==> src/rtl/imm_instr_encoder.sv <==
// Two-stage valid/ready encoder that places a signed immediate into an RV32 I/S/B/J
// instruction word, flags out-of-range or misaligned immediates and counts delivered errors.
module imm_instr_encoder #(
    parameter int CNT_W = 8
) (
    input  logic             clk,
    input  logic             reset,
    input  logic             InValid,
    output logic             InReady,
    input  logic [1:0]       ImmSrc,
    input  logic [6:0]       Opcode,
    input  logic [4:0]       Rd,
    input  logic [4:0]       Rs1,
    input  logic [4:0]       Rs2,
    input  logic [2:0]       Funct3,
    input  logic [31:0]      Imm,
    output logic             OutValid,
    input  logic             OutReady,
    output logic [31:0]      Instruction,
    output logic             ImmError,
    input  logic             ErrClear,
    output logic [CNT_W-1:0] ErrCount
);

    typedef enum logic [1:0] {
        FMT_I = 2'b00,
        FMT_S = 2'b01,
        FMT_B = 2'b10,
        FMT_J = 2'b11
    } imm_fmt_e;

    logic             adv1, adv2, accept;

    logic             s1_valid_q;
    imm_fmt_e         s1_fmt_q;
    logic [6:0]       s1_opcode_q;
    logic [4:0]       s1_rd_q, s1_rs1_q, s1_rs2_q;
    logic [2:0]       s1_funct3_q;
    logic [31:0]      s1_imm_q;

    logic             out_valid_q;
    logic [31:0]      instr_q, instr_d;
    logic             imm_err_q, imm_err_d;
    logic [CNT_W-1:0] err_cnt_q, err_cnt_d;

    logic             fits_12, fits_13, fits_21;

    // A stage may load whenever the stage after it is empty or draining this cycle.
    assign adv2    = !out_valid_q || OutReady;
    assign adv1    = !s1_valid_q || adv2;
    assign accept  = InValid && adv1;
    assign InReady = adv1;

    always_ff @(posedge clk or posedge reset) begin
        if (reset) begin
            s1_valid_q <= 1'b0;
        end else if (adv1) begin
            s1_valid_q <= InValid;
        end
    end

    // NOTE: payload registers are qualified by their valid bit, so they need no reset.
    always_ff @(posedge clk) begin
        if (accept) begin
            s1_fmt_q    <= imm_fmt_e'(ImmSrc);
            s1_opcode_q <= Opcode;
            s1_rd_q     <= Rd;
            s1_rs1_q    <= Rs1;
            s1_rs2_q    <= Rs2;
            s1_funct3_q <= Funct3;
            s1_imm_q    <= Imm;
        end
    end

    // The immediate fits in N signed bits when everything from bit N-1 upward is one sign copy.
    assign fits_12 = (&s1_imm_q[31:11]) || !(|s1_imm_q[31:11]);
    assign fits_13 = (&s1_imm_q[31:12]) || !(|s1_imm_q[31:12]);
    assign fits_21 = (&s1_imm_q[31:20]) || !(|s1_imm_q[31:20]);

    // NOTE: every output of a combinational block gets a default first, so no latch is inferred.
    always_comb begin
        instr_d   = 32'd0;
        imm_err_d = 1'b0;
        case (s1_fmt_q)
            FMT_I: begin
                instr_d   = {s1_imm_q[11:0], s1_rs1_q, s1_funct3_q, s1_rd_q, s1_opcode_q};
                imm_err_d = !fits_12;
            end
            FMT_S: begin
                instr_d   = {s1_imm_q[11:5], s1_rs2_q, s1_rs1_q, s1_funct3_q,
                             s1_imm_q[4:0], s1_opcode_q};
                imm_err_d = !fits_12;
            end
            FMT_B: begin
                instr_d   = {s1_imm_q[12], s1_imm_q[10:5], s1_rs2_q, s1_rs1_q, s1_funct3_q,
                             s1_imm_q[4:1], s1_imm_q[11], s1_opcode_q};
                imm_err_d = !fits_13 || s1_imm_q[0];
            end
            FMT_J: begin
                instr_d   = {s1_imm_q[20], s1_imm_q[10:1], s1_imm_q[11], s1_imm_q[19:12],
                             s1_rd_q, s1_opcode_q};
                imm_err_d = !fits_21 || s1_imm_q[0];
            end
            default: begin
                instr_d   = 32'd0;
                imm_err_d = 1'b0;
            end
        endcase
    end

    // NOTE: state registers use non-blocking assignments so every flop samples pre-edge values.
    always_ff @(posedge clk or posedge reset) begin
        if (reset) begin
            out_valid_q <= 1'b0;
            instr_q     <= 32'd0;
            imm_err_q   <= 1'b0;
        end else if (adv2) begin
            out_valid_q <= s1_valid_q;
            if (s1_valid_q) begin
                instr_q   <= instr_d;
                imm_err_q <= imm_err_d;
            end
        end
    end

    // Clear wins over a coincident increment; the count sticks at all-ones.
    always_comb begin
        err_cnt_d = err_cnt_q;
        if (ErrClear) begin
            err_cnt_d = '0;
        end else if (out_valid_q && OutReady && imm_err_q && (err_cnt_q != '1)) begin
            err_cnt_d = err_cnt_q + 1'b1;
        end
    end

    always_ff @(posedge clk or posedge reset) begin
        if (reset) begin
            err_cnt_q <= '0;
        end else begin
            err_cnt_q <= err_cnt_d;
        end
    end

    assign OutValid    = out_valid_q;
    assign Instruction = instr_q;
    assign ImmError    = imm_err_q;
    assign ErrCount    = err_cnt_q;

endmodule

==> config.mk <==
export PLATFORM = sky130hd
export DESIGN_NAME = imm_instr_encoder
export DESIGN_NICKNAME = d
export VERILOG_FILES = /design/src/rtl/imm_instr_encoder.sv
export SDC_FILE = /design/constraint.sdc
export NUM_CORES = 1
export LEC_CHECK = 0
export ABC_AREA = 1
export BUFFER_PORTS_ARGS = -buffer_cell sky130_fd_sc_hd__buf_2
export CAP_MARGIN = 10
export CORE_MARGIN = 1
export CORE_UTILIZATION = 52
export DETAILED_ROUTE_END_ITERATION = 8
export PLACE_DENSITY_LB_ADDON = 0.25
export SLEW_MARGIN = 10
export SYNTH_ARGS = -nofsm -noshare
export SYNTH_HDL_FRONTEND = slang
export SYNTH_SLANG_ARGS = --single-unit
==> constraint.sdc <==
create_clock -name clk -period 2.8 [get_ports clk]
set_input_delay 0.14 -clock clk [delete_from_list [all_inputs] [get_ports clk]]
set_output_delay 0.14 -clock clk [all_outputs]
set_load 0.1 [all_outputs]
==> flow_summary.toml, run 1 <==
[grt]
grt_max_degree = 60
grt.overflow.total = 0
antenna_found_initial = 0
grt_pass1_wl_mm = 12.8
grt_pass1_vias = 2830
grt.total_usage = 0.222

[finish]
syn_to_final_growth_pct = 36.0
antennaDiodeCount = 0
final_util = 0.741
drive_gt1_frac = 0.266
nNetsFinal = 597

[yosys]
yosysTopAreaCell = "edfxtp_1"
synthCells = 359
synth.avg_cell_area_um2 = 11.1
netlist_area_um2 = 3990
netlist.area_leader.share = 0.444
syn_nets = 424
synth_cell_type_count = 26
synth_area_leaders = "edfxtp_1, dfrtp_1, nand2_1, nor2_1, a21oi_1"
ys_seq_elements = 102
ys.warnings.count = 0
ys_seq_area_frac = 0.713

[timing]
worst-slew-pin-transition_ns = 0.912
grt_setup_unrepaired = "false"
hold_violations = 43
holdWs_ns = -0.0246
tns_ns = 0
setup_slack_ns = 1.11
period_share = 0.603
max_slew_margin = 0.391
timing.fmax_mhz = 592
drv_slew = 0
fin_skew_ns = 0.0121
fin_crit_ns = 1.69
setup_viol = 0

[power_and_ir_drop]
total_power_mw = 4.45
intPower_mw = 2.44
power_frac_seq = 0.436
p_comb_frac = 0.382
power.density_nw_per_um2 = 819
leakage_nw = 2.40
netSwitchingFraction = 0.452
irDropWorstVdd_mv = 0.418
power.switching_mw = 2.01
p_clk_frac = 0.182

[clocking]
post_cts_buffers = 0
cts_tree = "done"
clkSinkCount = 102
htree_levels = 3
clk_latency_ns = 0.35
cts_made_buffers = 9
clk_pin_slew_ns = 0.10
cts_root_buf = "clkbuf_8"
cts.path.max_buffers = 2

[critical_path]
arrival_ns = 1.95
path_delay_family = "buffers and inverters"
crit_type = "reg -> reg"
critPathMaxStageDelay_ns = 0.50
r2r-end = "Instruction[11]"
path_cells = "nand2_1 -> nand2_1 -> inv_2 -> o21ai_1 -> o21ai_1"
cp-start-kind = "register"
r2r.worst_path.cells = 5
slowest_stage = "inv_2"
cp.buffers_inverters = 1
r2r_slack_ns = 1.11
r2r_start = "OutValid"
critPathMaxFanout = 35
crit_path_end_kind = "register"
cp.required_ns = 3.06

[route]
vias = 3073
wl_per_cell_um = 13.5
finalWirelength_mm = 8.60
vias_per_cell = 4.83
ant_nets = 0
drt_first_pass_iters = 4
drc = 0
drt_iter0_drc = 158

[placed_design]
numPortBuffers = 106
place_congestion = 0.788
place_ws_ns = 1.17
dp_hpwl_mm = 5.29

[floorplanning]
die_area_um2 = 8030
die_h_um = 89.6
pin_count = 107
fp.dieW_um = 89.6
start_util = 0.545
core_um2 = 7330
rows = 31

[run]
drv_cap = 0

[status]
status = "finished with violations"
violations = "hold timing"

[min_path]
min_path_type = "in -> async"
worst max path at each step:
stage | from | cells past startpoint | endpoint | slack (ns)
after floorplan | OutValid | 3 | s1_fmt_q[0] | 0.20
after global placement | OutValid | 5 | Instruction[10] | 1.25
after detailed placement | OutValid | 5 | Instruction[24] | 1.17
after CTS | OutValid | 5 | Instruction[24] | 1.12
after global routing | OutValid | 5 | Instruction[11] | 0.96
final | OutValid | 5 | Instruction[11] | 1.11
power by group through the flow:
stage               registers [mW]  clock network [mW]  logic (mW)
floorplan                     3.01                   0       0.287
global placement              1.96                   0        1.61
detailed placement            1.97                   0        1.63
CTS                           1.94               0.824        1.70
global route                  1.96               0.888        1.78
finish                        1.94               0.809        1.70
flip-flops by register name, summed over array words and instances (netlist names), 2 cells and up:
| register | count |
|---|---|
| Instruction | 32 |
| s1_imm_q | 32 |
| ErrCount | 8 |
| s1_opcode_q | 7 |
| s1_rd_q | 5 |
| s1_rs1_q | 5 |
| s1_rs2_q | 5 |
| s1_funct3_q | 3 |
| s1_fmt_q | 2 |
cells in the mapped netlist:
master,n
nand3_1,8
clkinv_1,1
buf_4,1
xor2_1,1
a21oi_1,23
buf_2,3
o21ai_1,12
and2_1,1
inv_2,5
a21oi_2,1
nand2_2,1
nand3_2,1
nand2_1,111
clkbuf_1,2
ha_1,1
or2_1,1
edfxtp_1,59
a31oi_1,7
nor2_4,4
nor2_1,57
nand2_4,2
nand4_1,1
nand2_8,1
dfrtp_1,43
inv_4,2
inv_1,10
metrics by stage:
step                area (µm²)  std cells  hold WS [ns]
finish                    5430        636       -0.0246
global route              5430        636        0.0535
CTS                       5430        636       0.00134
detailed placement        4660        560         0.318
global placement          4660        560         0.316
floorplan                 4010        359         0.203
what timing repair did:
| item | in CTS | in global routing |
|---|---|---|
| setup endpoints to repair | 0 | 0 |
| gates resized for setup | 0 | 0 |
| hold endpoints to repair | 61 | 0 |
| hold buffers | 60 | 0 |
cells by family (layout without fill, tap and decap cells):
family,after synthesis,count (layout),synth area share
buf+inv,24,202,0.0257
fa+ha+maj,1,1,0.00313
simple gates,188,188,0.199
flops,102,102,0.713
xor+xnor,1,1,0.00219
compound gates,43,43,0.0570
final cells by class:
class	count	area (µm²)
well taps	99	124
fillers	507	1900
clock buffers	11	131
multi-input cells	233	1050
flip-flops and latches	102	2850
clock inverters	5	36.3
inverters	18	76.3
repair buffers	168	1160
routing by layer:
layer,part of all wire,vias to the layer above,track usage
met5,0,-,0
met4,0.014,0,0.0866
met3,0.047,11,0.0356
met2,0.53,95,0.398
met1,0.41,1432,0.268
li1,-,1535,-
cells in the final DEF (no fill, tap or decap), types with 4 or more instances in the layout:
cell and count:
a21oi_1 23, a31oi_1 7, buf_2 106, clkbuf_8 9, clkinvlp_4 4, dfrtp_1 42
dlygate4sd3_1 60, edfxtp_1 59, inv_1 8, inv_2 6, nand2_1 111, nand3_1 7
nor2_1 57, nor2_4 4, o21ai_1 12
Note: power is estimated with default switching activity, not from simulation.
==> run 2, diff against run 1 <==
--- a/config.mk
+++ b/config.mk
@@ -9,7 +9,7 @@
 export BUFFER_PORTS_ARGS = -buffer_cell sky130_fd_sc_hd__buf_2
 export CAP_MARGIN = 10
 export CORE_MARGIN = 1
-export CORE_UTILIZATION = 52
+export CORE_UTILIZATION = 47
 export DETAILED_ROUTE_END_ITERATION = 8
 export PLACE_DENSITY_LB_ADDON = 0.25
 export SLEW_MARGIN = 10
==> constraint.sdc (replaced) <==
create_clock -name clk -period 1.5 [get_ports clk]
set_input_delay 0.075 -clock clk [delete_from_list [all_inputs] [get_ports clk]]
set_output_delay 0.075 -clock clk [all_outputs]
set_load 0.1 [all_outputs]
==> run 2 against run 1 <==
  * The run now ends clean
  * Via count grew 2.7%
  * Count of clock-buffer cells in the layout shrank 2
  * First-iteration DRC count grew 2.5%
  * Worst hold slack gained 0.062 ns
  * Combinational power grew 91%
==> flow_summary.toml, run 2 (synthesized netlist as in run 1, its figures left out) <==
[floorplanning]
start_util = 0.486
rows = 33
core_um2 = 8220
die_area_um2 = 8870
die_h_um = 94.2
pin_count = 107
fp.dieW_um = 94.2

[power_and_ir_drop]
power_frac_seq = 0.427
power.density_nw_per_um2 = 1500
p_comb_frac = 0.381
power.switching_mw = 3.86
leakage_nw = 2.51
intPower_mw = 4.67
netSwitchingFraction = 0.453
irDropWorstVdd_mv = 0.821
p_clk_frac = 0.192

[timing]
fin_skew_ns = 0.0128
setup_viol = 0
drv_slew = 0
holdWs_ns = 0.0376
tns_ns = 0
hold_violations = 0
period_share = 0.987
fin_crit_ns = 1.48
worst-slew-pin-transition_ns = 0.501
setup_slack_ns = 0.0201
max_slew_margin = 0.668
grt_setup_unrepaired = "true"
timing.fmax_mhz = 676

[critical_path]
path_cells = "ha_4 -> nand2_4 -> nor2_4 -> nand2_4 -> nand2_8 -> nor2_4 -> nand2_2 -> nand2_1 -> nand2_1 -> nor2_1"
cp-start-kind = "register"
arrival_ns = 1.78
critPathMaxFanout = 5
cp.required_ns = 1.80
critPathMaxStageDelay_ns = 0.52
slowest_stage = "dfrtp_4"
crit_type = "reg -> reg"
crit_path_end_kind = "register"

[route]
wl_per_cell_um = 13.5
ant_nets = 0
drt_first_pass_iters = 5
vias = 3156
vias_per_cell = 4.81
finalWirelength_mm = 8.83
drc = 0
drt_iter0_drc = 162

[placed_design]
numPortBuffers = 106
dpl.cell_count = 573
place_congestion = 0.759
dpl_cell_area_um2 = 4810
dp_hpwl_mm = 5.66
place_ws_ns = 0.0528

[finish]
final_cells = 656
post-route-cell-area_um2 = 5670
final_common_cell = "nand2_1"
layout_common_cells = "nand2_1, buf_2, dlygate4sd3_1, edfxtp_1, nor2_1"
fill_cells = 639
drive_gt1_frac = 0.316
antennaDiodeCount = 0
nNetsFinal = 611
syn_to_final_growth_pct = 42.1

[status]
status = "finished clean"

[clocking]
cts_tree = "done"
clkSinkCount = 102
cts_root_buf = "clkbuf_8"
clk_latency_ns = 0.36
cts.path.max_buffers = 2
htree_levels = 3
clk_pin_slew_ns = 0.10
cts_made_buffers = 9

[grt]
gr-usage-met1 = 0.270
grt.total_usage = 0.218
antenna_found_initial = 0
grt_use_met2 = 0.381
grt_pass1_vias = 3143
use_met3 = 0.0356
grt.overflow.total = 0
grt_max_degree = 34
grt_pass1_wl_mm = 14.5
grt.busiest_layer = "met2"

[run]
drv_cap = 0

[min_path]
min_path_type = "in -> reg"
==> run 2: cell types whose count changed in the layout (fill, tap and decap cells not counted), sizes merged <==
cell         before  now
buf             108  120
clkbuf           11    9
clkinvlp          4    1
clkinv            2    4
inv              17   20
dlygate4sd3      60   62
==> run 2: metal layers <==
metal / part of all wire / vias up
li1: - / 1564
met1: 0.42 / 1481
met2: 0.52 / 98
met3: 0.046 / 13
met4: 0.015 / 0
met5: 0 / -
==> run 2: cell type report <==
| type | count | area [µm²] | share of cell area |
|---|---|---|---|
| Clock buffer | 9 | 124 | 0.0218 |
| Clock inverter | 7 | 62.6 | 0.0110 |
| Inverter | 18 | 76.3 | 0.0135 |
| Multi-Input combinational cell | 233 | 1100 | 0.194 |
| Sequential cell | 102 | 2870 | 0.506 |
| Tap cell | 105 | 131 | 0.0232 |
| Timing Repair Buffer | 182 | 1310 | 0.231 |
==> run 2: critical path, delay by kind of cell (launching register included) <==
| kind | cells | cell delay [ns] |
|---|---|---|
| and+or+nand+nor | 9 | 0.72 |
| adders and majority gates | 1 | 0.18 |
| DFF | 1 | 0.52 |
==> run 2: through the flow <==
step / total power [mW] / util
global placement: 6.77 / 0.586
detailed placement: 6.82 / 0.586
global route: 8.89 / 0.690
finish: 8.53 / 0.690
floorplan: 6.18 / -
CTS: 8.55 / 0.684
==> run 2: power groups by stage <==
stage / Clock (mW) / Sequential, mW / Combinational (mW)
floorplan: 0 / 5.64 / 0.541
global placement: 0 / 3.68 / 3.09
detailed placement: 0 / 3.70 / 3.12
CTS: 1.67 / 3.64 / 3.24
global route: 1.79 / 3.68 / 3.42
finish: 1.64 / 3.64 / 3.25
==> run 2: path summary, 6_finish.rpt <==
| kind | cells after the start | slack [ns] | endpoint | from |
|---|---|---|---|---|
| max | 10 | 0.02 | ErrCount[7] | ErrCount[0] |
| min in group asynchronous | 3 | 0.27 | ErrCount[3] | reset |
| min | 4 | 0.04 | OutValid | OutReady |
| max in group asynchronous | 4 | 0.65 | Instruction[19] | reset |
| min reg2reg | 2 | 0.45 | Instruction[27] | s1_imm_q[7] |
| max reg2reg | 10 | 0.02 | ErrCount[7] | ErrCount[0] |
==> run 2: what timing repair did <==
action | CTS | global route
setup endpoints to repair | 0 | 4
gates resized for setup | 0 | 5
hold endpoints to repair | 81 | 0
hold buffers | 62 | 0
setup buffers | 0 | 5
